==> config.mk <==
export PLATFORM = sky130hd
export DESIGN_NAME = imm_gen_pipe_flat
export DESIGN_NICKNAME = d
export VERILOG_FILES = /design/src/rtl/imm_gen_pipe_if.sv /design/src/rtl/imm_gen_pipe.sv /design/src/flat_wrapper.sv
export SDC_FILE = /design/constraint.sdc
export NUM_CORES = 1
export LEC_CHECK = 0
export CAP_MARGIN = 20
export CORE_ASPECT_RATIO = 0.7
export CORE_MARGIN = 8
export CORE_UTILIZATION = 52
export CTS_CLUSTER_DIAMETER = 150
export DETAILED_ROUTE_END_ITERATION = 10
export GPL_TIMING_DRIVEN = 0
export PLACE_DENSITY = 0.78
export RECOVER_POWER = 100
export REMOVE_ABC_BUFFERS = 1
export SYNTH_ARGS = -nofsm -noshare
export SYNTH_HDL_FRONTEND = slang
export SYNTH_SLANG_ARGS = --single-unit
==> constraint.sdc <==
create_clock -name clk -period 3.6 [get_ports clk]
set_input_delay 0.36 -clock clk [delete_from_list [all_inputs] [get_ports clk]]
set_output_delay 0.36 -clock clk [all_outputs]
set_load 0.005 [all_outputs]
==> src/rtl/imm_gen_pipe_if.sv <==
// ----------------------------------------------------------------------------
// imm_gen_pipe_if
// Purpose : Bundles the upstream (decode-side) and downstream (ID/EX-side)
//           valid/ready handshakes of the immediate-generation stage.
// Signals : in_valid/in_ready/in_instr/in_imm_src/in_tag   - upstream side
//           out_valid/out_ready/out_imm/out_imm_src/out_tag/out_err
//                                                           - downstream side
// Modports: slave  - the immediate stage itself
//           master - whatever surrounds the stage (decode + ID/EX register)
// ----------------------------------------------------------------------------
interface imm_gen_pipe_if #(
    parameter int XLEN  = 32,
    parameter int TAG_W = 8
);
    logic             in_valid;
    logic             in_ready;
    logic [31:0]      in_instr;
    logic [2:0]       in_imm_src;
    logic [TAG_W-1:0] in_tag;

    logic             out_valid;
    logic             out_ready;
    logic [XLEN-1:0]  out_imm;
    logic [2:0]       out_imm_src;
    logic [TAG_W-1:0] out_tag;
    logic             out_err;

    modport slave (
        input  in_valid, in_instr, in_imm_src, in_tag, out_ready,
        output in_ready, out_valid, out_imm, out_imm_src, out_tag, out_err
    );

    modport master (
        output in_valid, in_instr, in_imm_src, in_tag, out_ready,
        input  in_ready, out_valid, out_imm, out_imm_src, out_tag, out_err
    );
endinterface

==> src/rtl/imm_gen_pipe.sv <==
// ----------------------------------------------------------------------------
// imm_gen_pipe
// Purpose : Registered RISC-V immediate generator. Decodes I/S/B/J/U, shift
//           amount and CSR zimm immediates to XLEN bits when an instruction
//           is accepted, and holds the results in a 2-entry elastic buffer
//           with a pass-through tag.
// Ports   : clk   - clock, rising edge
//           rst   - synchronous active-high reset (clears storage too)
//           flush - drops all buffered entries and any same-cycle transfer
//           bus   - imm_gen_pipe_if.slave, upstream and downstream handshakes
// ----------------------------------------------------------------------------
module imm_gen_pipe #(
    parameter int XLEN  = 32,
    parameter int TAG_W = 8
) (
    input  logic          clk,
    input  logic          rst,
    input  logic          flush,
    imm_gen_pipe_if.slave bus
);

    localparam logic [2:0] SRC_I     = 3'b000;
    localparam logic [2:0] SRC_S     = 3'b001;
    localparam logic [2:0] SRC_B     = 3'b010;
    localparam logic [2:0] SRC_J     = 3'b011;
    localparam logic [2:0] SRC_U     = 3'b100;
    localparam logic [2:0] SRC_SHAMT = 3'b101;
    localparam logic [2:0] SRC_ZIMM  = 3'b110;

    logic [XLEN-1:0]  immQ [2];
    logic [2:0]       srcQ [2];
    logic [TAG_W-1:0] tagQ [2];
    logic             errQ [2];

    logic       wrPtrQ, wrPtrD;
    logic       rdPtrQ, rdPtrD;
    logic [1:0] countQ, countD;

    logic            inReady;
    logic            outValid;
    logic            doWrite;
    logic            doRead;
    logic [XLEN-1:0] decImm;
    logic            decErr;
    logic [31:0]     ins;
    logic            unusedOpcode;

    assign ins          = bus.in_instr;
    assign unusedOpcode = ^ins[6:0];

    assign inReady  = (countQ != 2'd2);
    assign outValid = (countQ != 2'd0);
    assign doWrite  = bus.in_valid && inReady && !flush;
    assign doRead   = outValid && bus.out_ready && !flush;

    // Immediate decode of the incoming word. Size casts of signed operands
    // sign-extend, casts of unsigned operands zero-extend.
    always_comb begin
        decImm = '0;
        decErr = 1'b0;
        case (bus.in_imm_src)
            SRC_I: decImm = XLEN'($signed(ins[31:20]));
            SRC_S: decImm = XLEN'($signed({ins[31:25], ins[11:7]}));
            SRC_B: decImm = XLEN'($signed({ins[31], ins[7], ins[30:25], ins[11:8], 1'b0}));
            SRC_J: decImm = XLEN'($signed({ins[31], ins[19:12], ins[20], ins[30:21], 1'b0}));
            SRC_U: decImm = XLEN'($signed({ins[31:12], 12'b0}));
            SRC_SHAMT: begin
                if (XLEN == 32) begin
                    // RV32 shifts only have 5 shamt bits; bit 25 set is illegal.
                    decImm = XLEN'(ins[24:20]);
                    decErr = ins[25];
                end else begin
                    decImm = XLEN'(ins[25:20]);
                end
            end
            SRC_ZIMM: decImm = XLEN'(ins[19:15]);
            default: begin
                decImm = '0;
                decErr = 1'b1;
            end
        endcase
    end

    // Pointer/count update. flush wins over both handshakes; a simultaneous
    // read and write leaves the count unchanged.
    always_comb begin
        wrPtrD = wrPtrQ;
        rdPtrD = rdPtrQ;
        countD = countQ;
        if (flush) begin
            wrPtrD = 1'b0;
            rdPtrD = 1'b0;
            countD = 2'd0;
        end else begin
            if (doWrite) wrPtrD = ~wrPtrQ;
            if (doRead)  rdPtrD = ~rdPtrQ;
            case ({doWrite, doRead})
                2'b10:   countD = countQ + 2'd1;
                2'b01:   countD = countQ - 2'd1;
                default: countD = countQ;
            endcase
        end
    end

    // State and storage registers; reset also wipes the entry contents.
    always_ff @(posedge clk) begin
        if (rst) begin
            wrPtrQ <= 1'b0;
            rdPtrQ <= 1'b0;
            countQ <= 2'd0;
            for (int i = 0; i < 2; i++) begin
                immQ[i] <= '0;
                srcQ[i] <= '0;
                tagQ[i] <= '0;
                errQ[i] <= 1'b0;
            end
        end else begin
            wrPtrQ <= wrPtrD;
            rdPtrQ <= rdPtrD;
            countQ <= countD;
            if (doWrite) begin
                immQ[wrPtrQ] <= decImm;
                srcQ[wrPtrQ] <= bus.in_imm_src;
                tagQ[wrPtrQ] <= bus.in_tag;
                errQ[wrPtrQ] <= decErr;
            end
        end
    end

    // Outputs come straight from the head entry, forced to zero when empty.
    assign bus.in_ready    = inReady;
    assign bus.out_valid   = outValid;
    assign bus.out_imm     = outValid ? immQ[rdPtrQ] : '0;
    assign bus.out_imm_src = outValid ? srcQ[rdPtrQ] : '0;
    assign bus.out_tag     = outValid ? tagQ[rdPtrQ] : '0;
    assign bus.out_err     = outValid ? errQ[rdPtrQ] : 1'b0;

endmodule

==> src/flat_wrapper.sv <==
// flat-port wrapper written by rule: the top's interface ports become plain ports
module imm_gen_pipe_flat 
#(
    parameter int XLEN  = 32,
    parameter int TAG_W = 8
)
  (clk, rst, flush, bus_in_valid, bus_in_instr, bus_in_imm_src, bus_in_tag, bus_out_ready, bus_in_ready, bus_out_valid, bus_out_imm, bus_out_imm_src, bus_out_tag, bus_out_err);
  imm_gen_pipe_if #(.XLEN(XLEN), .TAG_W(TAG_W)) bus_i ();
  input  logic clk;
  input  logic rst;
  input  logic flush;
  input wire logic [$bits(bus_i.in_valid)-1:0] bus_in_valid;
  input wire logic [$bits(bus_i.in_instr)-1:0] bus_in_instr;
  input wire logic [$bits(bus_i.in_imm_src)-1:0] bus_in_imm_src;
  input wire logic [$bits(bus_i.in_tag)-1:0] bus_in_tag;
  input wire logic [$bits(bus_i.out_ready)-1:0] bus_out_ready;
  output wire logic [$bits(bus_i.in_ready)-1:0] bus_in_ready;
  output wire logic [$bits(bus_i.out_valid)-1:0] bus_out_valid;
  output wire logic [$bits(bus_i.out_imm)-1:0] bus_out_imm;
  output wire logic [$bits(bus_i.out_imm_src)-1:0] bus_out_imm_src;
  output wire logic [$bits(bus_i.out_tag)-1:0] bus_out_tag;
  output wire logic [$bits(bus_i.out_err)-1:0] bus_out_err;
  assign bus_i.in_valid = bus_in_valid;
  assign bus_i.in_instr = bus_in_instr;
  assign bus_i.in_imm_src = bus_in_imm_src;
  assign bus_i.in_tag = bus_in_tag;
  assign bus_i.out_ready = bus_out_ready;
  assign bus_in_ready = bus_i.in_ready;
  assign bus_out_valid = bus_i.out_valid;
  assign bus_out_imm = bus_i.out_imm;
  assign bus_out_imm_src = bus_i.out_imm_src;
  assign bus_out_tag = bus_i.out_tag;
  assign bus_out_err = bus_i.out_err;
  imm_gen_pipe #(.XLEN(XLEN), .TAG_W(TAG_W)) u_core (.clk(clk), .rst(rst), .flush(flush), .bus(bus_i));
endmodule
==> out/metrics.cfg, run 1 <==
[grt]
antenna_found_initial=0
grt_max_degree=40
grt_pass1_vias=3526
track_usage_pct=18.6
gr-total-overflow=0
grt_pass1_wl_mm=17.7

[placement]
dp_worst_setup_slack_ns=0.604
place_hpwl_mm=7.20
placed_cell_area_um2=5690
globalplace.congestion=0.750
io_buffers=86

[setup_path]
crit_path_start_kind=flip-flop
crit_family=flip-flops
crit_type=flip-flop to primary output
critPathCaptureType=primary output
max_stage_delay_ns=1.26
cpMaxStageDelayCell=dfxtp_1
arrival_ns=2.79
cp_num_buf_inv=2
crit_fanout=24
worstPathCellList=buf_12 -> mux2i_1 -> nor2_1 -> dlygate4sd3_1
cp.required_ns=3.24

[logic_synthesis]
synthDistinctLibCells=40
synth_top_family_by_area=simple AND/OR/NAND/NOR gates
ys_seq_elements=93
syn_avg_cell_area_um2=11.6
ys_seq_area_share_pct=58.4
synth_area_um2=4690
ys_warn_count=0
synth_cells=406
synth-main-ff-cell=edfxtp_1
synth_xor_area_share_pct=0.560
synthAdderAreaFrac_pct=0.267
synth-compound-area-share_pct=8.53
synth_mux_area_share_pct=11.8
synthArstFlopShare_pct=0
synth-simple-area-share_pct=16.8
synth_edf_count=88

[power]
p_leak_uw=0.00209
p_comb_share_pct=10.0
peakVddDrop_mv=0.226
power.density_nw_per_um2=423
power.switching_uw=552
pwr-share-seq_pct=50.0
p_clk_share_pct=40.0
p_int_uw=1960
switching_share_pct=22.0

[die]
core_um2=8930
start_util_pct=52.6
die_area_um2=12400
die_y_um=95.5
core.rowCount=29
die_w_um=130
pin_count=94

[routing]
remaining_drc_errors=0
route.vias.total=3398
routed_via_density=5.59
m1WireLength_mm=4.88
ant_nets=0
wl_met2_mm=5.29
route.met3.wl_um=798
first_iter_violations=223
highest_layer=met4
drtPass1Iterations=4
totalWireLength_mm=11.1
post_drt_wl_per_cell_um=18.2

[timing]
setup-violations-final=0
setup_slack_ns=0.446
fin_crit_sh_pct=87.6
maxSlewViolCount=0
relSlewSlack_pct=6.52
finalSetupTns_ns=0
fmax_mhz=317
finalClockSkew_ns=0.00594
layout_min_cycle_time_ns=3.15
worstMarginPinSlew_ns=1.40
rsz0062_at_grt=false
hold_viol_final=0
fin_hold_ws_ns=0.528

[outcome]
outcome=finished clean

[clock_tree]
ctsResizeCount=0
cts_setup_buffers=0
htreeDepth=3
cts_root_buf=clkbuf_16
insertion_delay_ns=0.34
cts_made_buffers=9
clkTransAtPathRegs_ns=0.06
cts_tree=built
cts_hold_buffers=0
clock_sinks=93
cts_buffer_depth=2

[cells_and_area]
nets=528
final_cell_area_um2=5930
layout_commonest_cell=edfxtp_1
final_cell_mix=88 x edfxtp_1, 80 x nor2_1, 60 x clkdlybuf4s50_1
drive_above_1_share_pct=6.82
finish.utilization_pct=66.5
area_delta_synth_final_pct=26.4
antennaDiodeCount=0

[worst_hold_path]
holdCritPathClass=flip-flop to flip-flop

[run]
max-cap-violations=0

-- cell usage after synthesis, types with 5 or more instances --
master / count / share of area (%)
nand3b_1: 7 / 1.1
a21oi_2: 5 / 0.93
nor2_1: 80 / 6.4
nand3_1: 7 / 0.75
a21o_1: 14 / 2.2
o21ai_0: 5 / 0.53
a221oi_1: 5 / 0.93
nor3_1: 8 / 0.85
mux2_2: 9 / 2.2
mux2i_1: 45 / 9.6
buf_2: 6 / 0.64
edfxtp_1: 88 / 56
a21oi_1: 24 / 2.6
and3_1: 12 / 1.6
dfxtp_1: 5 / 2.1
and2_1: 22 / 2.9
clkbuf_1: 20 / 1.6
-- cell type report --
class	instances	area (µm²)
flip-flops and latches	93	2740
inverters	4	15.0
repair buffers	93	933
well taps	124	155
fillers	744	2990
multi-input cells	278	1770
clock buffers	9	225
clock inverters	7	90.1
-- metal layers --
| layer | vias to the layer above | GRT usage, % |
|---|---|---|
| met3 | 10 | 4.97 |
| met2 | 117 | 31.6 |
| li1 | 1616 | - |
| met1 | 1655 | 22.8 |
| met4 | 0 | 6.16 |
| met5 | - | 0 |
-- through the flow --
step	std cells	total power, µW
2_1_floorplan	375	1400
3_3_place_gp	585	1520
3_5_place_dp	591	1540
4_1_cts	607	2530
5_1_grt	608	2590
6_report	608	2510
-- power groups by stage --
stage | combinational, µW | clock (µW) | sequential, µW
after floorplan | 121 | 0 | 1280
after global placement | 241 | 0 | 1280
after detailed placement | 260 | 0 | 1280
after CTS | 262 | 1020 | 1250
after global routing | 273 | 1050 | 1260
final | 250 | 1000 | 1250
-- flip-flops by register name (all words and copies together), names as in the netlist, named ones only --
name           flops
u_core.tagQ       16
u_core.errQ        2
u_core.countQ      2
u_core.wrPtrQ      1
u_core.immQ       64
u_core.srcQ        6
u_core.rdPtrQ      1
-- cell families (layout without fill, tap and decap cells) --
family                   after synthesis  after routing
adder cells (fa/ha/maj)                1              1
AO/OA/AOI/OAI                         62             62
flip-flops                            93             93
XOR/XNOR                               3              3
AND/OR/NAND/NOR                      158            158
buffers and inverters                 35            113
multiplexers                          54             54
-- worst register-to-register path, delay by kind of cell (launching register included) --
kind	cells	cell delay, ns
simple gates	3	1.72
flops	1	0.43
buf+inv	2	0.39
-- worst paths after layout --
check / start / end / slack, ns / cells past startpoint
max: flip-flop / bus_out_tag[4] / 0.45 / 4
min: u_core.rdPtrQ / flip-flop / 0.53 / 2
max reg2reg: u_core.countQ[0] / u_core.immQ[1][24] / 0.74 / 5
min reg2reg: u_core.rdPtrQ / flip-flop / 0.53 / 2
Note: power is estimated with default switching activity, not from simulation.
==> run 2, diff against run 1 <==
--- a/config.mk
+++ b/config.mk
@@ -18,3 +18,4 @@
 export SYNTH_ARGS = -nofsm -noshare
 export SYNTH_HDL_FRONTEND = slang
 export SYNTH_SLANG_ARGS = --single-unit
+export TNS_END_PERCENT = 1
==> results of run 2 <==
No change in the layout: final DEF, timing and power equal those of run 1.
